**src/rtl/adiabatic_pclk_seq_if.sv**
```systemverilog
// Handshake bundle between the power-clock sequencer and its requester:
// the run request in, the four packed phase level codes and status flags out.
interface adiabatic_pclk_seq_if #(
   parameter int LW = 3
);
   logic          run;
   logic [4*LW-1:0] lvl;
   logic          sync;
   logic          busy;
   logic          done;

   modport master (output run, input lvl, input sync, input busy, input done);
   modport slave  (input run, output lvl, output sync, output busy, output done);
endinterface

```
**src/rtl/adiabatic_pclk_seq.sv**
```systemverilog
// Four-phase trapezoidal power-clock sequencer: stepwise rise, hold, fall, idle
// per phase, with start-up and drain only ever at whole-trapezoid boundaries.
//
// state | meaning
// IDLE  | counters parked at 0, all phases at vss, waiting for run
// RUN   | counters cycling, phases start at their quarter boundary
// DRAIN | counters cycling, no new phase starts, active ones finish
module adiabatic_pclk_seq #(
   parameter int STEPS = 4,
   parameter int LW    = $clog2(STEPS + 1)
) (
   input  logic                 clk,
   input  logic                 rst,
   adiabatic_pclk_seq_if.slave  pc
);

   typedef enum logic [1:0] {IDLE, RUN, DRAIN} state_t;

   localparam logic [LW-1:0] SMAX  = LW'(STEPS - 1);
   localparam logic [LW-1:0] SFULL = LW'(STEPS);

   state_t          state, state_n;
   logic [1:0]      q, q_n;
   logic [LW-1:0]   s, s_n;
   logic [3:0]      act, act_n, kept;
   logic [4*LW-1:0] lvl_n;
   logic            sync_n, done_n;

   always_comb begin
      state_n = state;
      q_n     = q;
      s_n     = s;
      kept    = act;
      act_n   = act;
      lvl_n   = '0;
      sync_n  = 1'b0;
      done_n  = 1'b0;

      if (state != IDLE) begin
         if (s == SMAX) begin
            s_n = '0;
            q_n = q + 2'd1;
         end else begin
            s_n = s + LW'(1);
         end
      end

      // A phase retires as it enters its idle quarter, after a complete fall.
      for (int k = 0; k < 4; k++) begin
         if (s_n == '0 && 2'(q_n - 2'(k)) == 2'd3) kept[k] = 1'b0;
      end

      case (state)
         IDLE:    if (pc.run) state_n = RUN;
         RUN:     if (!pc.run) state_n = DRAIN;
         DRAIN: begin
            if (kept == 4'b0000) state_n = IDLE;
            else if (pc.run)     state_n = RUN;
         end
         default: state_n = IDLE;
      endcase

      act_n = kept;
      if (state_n == RUN) begin
         for (int k = 0; k < 4; k++) begin
            if (s_n == '0 && q_n == 2'(k)) act_n[k] = 1'b1;
         end
      end

      if (state == DRAIN && state_n == IDLE) begin
         q_n    = '0;
         s_n    = '0;
         act_n  = '0;
         done_n = 1'b1;
      end

      sync_n = (state_n == RUN) && (q_n == 2'd0) && (s_n == '0);

      for (int k = 0; k < 4; k++) begin
         if (act_n[k]) begin
            case (2'(q_n - 2'(k)))
               2'd0:    lvl_n[k*LW +: LW] = s_n + LW'(1);
               2'd1:    lvl_n[k*LW +: LW] = SFULL;
               2'd2:    lvl_n[k*LW +: LW] = SMAX - s_n;
               default: lvl_n[k*LW +: LW] = '0;
            endcase
         end
      end
   end

   always_ff @(posedge clk) begin
      if (rst) begin
         state   <= IDLE;
         q       <= '0;
         s       <= '0;
         act     <= '0;
         pc.lvl  <= '0;
         pc.sync <= 1'b0;
         pc.busy <= 1'b0;
         pc.done <= 1'b0;
      end else begin
         state   <= state_n;
         q       <= q_n;
         s       <= s_n;
         act     <= act_n;
         pc.lvl  <= lvl_n;
         pc.sync <= sync_n;
         pc.busy <= (state_n != IDLE);
         pc.done <= done_n;
      end
   end

endmodule

```
**src/flat_wrapper.sv**
```systemverilog
// flat-port wrapper written by rule: the top's interface ports become plain ports
module adiabatic_pclk_seq_flat 
#(
   parameter int STEPS = 4,
   parameter int LW    = $clog2(STEPS + 1)
)
  (clk, rst, pc_run, pc_lvl, pc_sync, pc_busy, pc_done);
  adiabatic_pclk_seq_if #(.LW(LW)) pc_i ();
  input  logic clk;
  input  logic rst;
  input wire logic [$bits(pc_i.run)-1:0] pc_run;
  output wire logic [$bits(pc_i.lvl)-1:0] pc_lvl;
  output wire logic [$bits(pc_i.sync)-1:0] pc_sync;
  output wire logic [$bits(pc_i.busy)-1:0] pc_busy;
  output wire logic [$bits(pc_i.done)-1:0] pc_done;
  assign pc_i.run = pc_run;
  assign pc_lvl = pc_i.lvl;
  assign pc_sync = pc_i.sync;
  assign pc_busy = pc_i.busy;
  assign pc_done = pc_i.done;
  adiabatic_pclk_seq #(.STEPS(STEPS), .LW(LW)) u_core (.clk(clk), .rst(rst), .pc(pc_i));
endmodule
```
**config.mk**
```make
export PLATFORM = sky130hd
export DESIGN_NAME = adiabatic_pclk_seq_flat
export DESIGN_NICKNAME = d
export VERILOG_FILES = /design/src/rtl/adiabatic_pclk_seq_if.sv /design/src/rtl/adiabatic_pclk_seq.sv /design/src/flat_wrapper.sv
export SDC_FILE = /design/constraint.sdc
export NUM_CORES = 1
export LEC_CHECK = 0
export ABC_AREA = 1
export CAP_MARGIN = 20
export CORE_MARGIN = 1.5
export CORE_UTILIZATION = 57
export CTS_CLUSTER_DIAMETER = 200
export CTS_CLUSTER_SIZE = 16
export DETAILED_ROUTE_END_ITERATION = 12
export PLACE_DENSITY = 0.83
export SLEW_MARGIN = 10
export SYNTH_ARGS = -nofsm -noshare
export SYNTH_HDL_FRONTEND = slang
export SYNTH_SLANG_ARGS = --single-unit
```
**constraint.sdc**
```tcl
create_clock -name clk -period 6.1 [get_ports clk]
set_clock_uncertainty 0.1 [all_clocks]
set_input_delay 1.22 -clock clk [delete_from_list [all_inputs] [get_ports clk]]
set_output_delay 1.22 -clock clk [all_outputs]
set_load 0.02 [all_outputs]
```
==> results.md <==
- Outcome: completed
- Initial Utilization: between 60% and 70%
- Pwr Density: about 220 mW/mm^2
- Main area contributors after synthesis: dfxtp_1, nand2_1, inv_1, nand3_1, nand2_2
- CTS clock-pin slew for the worst setup and hold paths: approximately 0.13 ns
- Commonest non-fill, non-tap cell in the layout: nand2_1
- Detail Route Antenna Nets: 0
- Slew HR: ~72%
- Syn_nets: 189
- Non-Filler Instances: approximately 230
- Hold Startpoint: u_core.act[2]$_SDFF_PP0_
- Inserted Clock Buffers: 3
- Final worst slack: 3.19 ns
- WP data arrival: around 3.0 ns
- Num rows: 17
- Cells after synthesis: approximately 180
- Synthesized area: roughly 0.0013 sq mm
- Final hold violation count: 0
- Worst-Margin Slew: around 0.42 ns
- Largest net degree at the start of global routing: 15
- Final slew viol count: 0
- WL/cell: roughly 12 um
- Maximum Capacitance Violations: 0
- Worst Path Max Fanout: 14
- CTS Sinks: 26
- Gr ovfl total: 0
- 1st-pass router iterations: 4
- Sequential area share after synthesis: 39.4%
- CP Data Required Time: just over 6 ns
- Ports: 18
- LEAKAGE: roughly 0.75 nW
- Yosys top cell by area: dfxtp_1
- First-pass GRT wire length: between 4000 and 5000 um
- Hold endpoint: u_core.pc.lvl[6]$_SDFF_PP0_
- Setup TNS: 0 ns
- TritonCTS clock tree: built
- Port Buf Inserts: 17
- Hold buffer count at cts: 0
- Min Tclk post-route: roughly 2.9 ns
- Placer Congestion: between 0.9 and 1
- Worst r2r path cells: 19
- Most frequent cells in the layout: nand2_1, inv_1, dfxtp_1
- Synth warnings: 0
- CTS Root Cell: clkbuf_4
- Die area: roughly 0.0026 sq mm
- Crit. Startpoint: u_core.s[0]$_SDFF_PP0_
- Hpwl dp: around 2300 um
- Via density: roughly 5.3
- Achievable frequency: 343 MHz
- GRT Overall Usage: about a quarter
- Fillers: 181
- Via count: between 1,000 and 1,500
- Yosys top cell area share: between 30 and 40%
- DRC Markers: 0
- Mapped Avg Cell Area: between 7 and 8 sq um
- Synthesized flop and latch total: 26
- # setup viols final: 0
- Dpl ws: approximately 3.3 ns
- Post-synth cell types: 23
- RSZ-0062 raised after global routing: no
- Hold path cells: 4
- Final instance area: 0.00154 sq mm
- Period Utilization, post-route: approximately 48%
- Worst VDD drop: about 0.00023 V
- Initial antenna violation count: 0
- Critical Setup Path Class: flop to flop
- Hold Crit Class: flop to flop
- Placed cells: ~230
- Die width: between 50 and 60 um
- R2R Setup Slk: 3.19 ns
- Area Growth Syn to Fin: 16.1%
- Setup crit start kind: flop
- Skew-Pair Late Insertion Delay: between 0.3 and 0.4 ns
- Nets: between 200 and 250
- Core ar.: between 0.002 and 0.0025 sq mm
- Drt total wl: 2780 um
- DRT iter0 DRCs: 44
- Antenna diodes: 0
- Worst r2r src: u_core.s[0]$_SDFF_PP0_
- Number of global-route vias before repair: between 1,000 and 1,500
- Dpl cell area: 0.00151 sq mm
- Setup crit end kind: flop
- Layout cells sized above 1: 14.4%
- CTS H-tree depth: 1
- Setup Fix Bufs, Post-CTS: 0
- RR Endpoint: u_core.pc.lvl[8]$_SDFF_PP0_
- PostCTS Resize Cnt: 0
- Clock buffer depth: 2
- DIE HEIGHT: a little over 50 um
## how the worst max path moves through the flow
stage | cells after the start | to | slack [ns]
after CTS | 19 | u_core.pc.lvl[8]$_SDFF_PP0_ | 3.22
after global placement | 19 | u_core.pc.lvl[5]$_SDFF_PP0_ | 3.41
after detailed placement | 19 | u_core.pc.lvl[8]$_SDFF_PP0_ | 3.28
after floorplan | 18 | u_core.pc.lvl[8]$_SDFF_PP0_ | 3.70
after global routing | 19 | u_core.pc.lvl[2]$_SDFF_PP0_ | 2.86
final | 19 | u_core.pc.lvl[8]$_SDFF_PP0_ | 3.19
## area by class of cell
type                    instances  area (sq um)  share of cell area, %
multi-input cells             123           667                   43.4
flip-flops and latches         26           520                   33.9
repair buffers                 17           170                   11.1
well taps                      28          35.0                   2.28
inverters                      32           120                   7.82
clock buffers                   3          22.5                   1.47
## critical path, cell delays in order, from the launching register on
cell     delay (ns)
dfxtp_1        0.37
ha_1           0.20
inv_1          0.06
nor2_2         0.14
nand2_1        0.08
nand2_2        0.10
nand2_4        0.08
nor2_2         0.15
nand2_1        0.11
nand2_2        0.11
nand2_1        0.07
nor2_2         0.13
nand2_2        0.22
nand2_1        0.26
inv_1          0.07
ha_1           0.22
inv_1          0.07
nand2_1        0.09
nand3_1        0.09
a21oi_1        0.06
## layer usage
layer  part of all wire, %  up-vias  track usage (%)
met1                    43      550             29.4
met3                   5.4        9             6.14
li1                      -      614                -
met5                     0        -                0
met2                    50       41             43.1
met4                   1.7        0             8.56
## report_power, final
part / internal, W / total (W) / switching (W)
Combinational: 0.0000290 / 0.0000798 / 0.0000509
Clock: 0.0000231 / 0.0000679 / 0.0000448
Sequential: 0.000179 / 0.000183 / 0.00000397
## metrics by stage
| stage | utilization (%) | power [W] | hold WS, ns |
|---|---|---|---|
| 2_1_floorplan | - | 0.000243 | 0.503 |
| 3_3_place_gp | 69.0 | 0.000263 | 0.584 |
| 3_5_place_dp | 69.0 | 0.000266 | 0.589 |
| 4_1_cts | 70.1 | 0.000332 | 0.611 |
| 5_1_grt | 70.1 | 0.000348 | 0.668 |
| 6_report | 70.1 | 0.000331 | 0.601 |
## registers in the layout (all words and copies together), names as in the netlist
signal / cells
u_core.act: 4
u_core.pc.done: 1
u_core.s: 3
u_core.q: 2
u_core.pc.busy: 1
u_core.pc.lvl: 12
u_core.pc.sync: 1
u_core.state: 2
## cell families (layout without fill, tap and decap cells)
family | after synthesis | after routing | synth area share [%]
AOI/OAI and AO/OA | 15 | 15 | 7.19
adders and majority gates | 3 | 3 | 2.84
buffers and inverters | 34 | 52 | 10.2
DFF | 26 | 26 | 39.4
and+or+nand+nor | 105 | 105 | 40.4
## cell usage after synthesis, drive strengths merged
cell	instances
o21bai	1
a21boi	2
dfxtp	26
buf	2
a21oi	10
o211ai	1
nor3	1
ha	3
nor2	19
nand4	5
nand3	19
nor4	1
inv	32
nand2	60
o2111a	1
No activity file was read; power rests on OpenSTA's default activity.
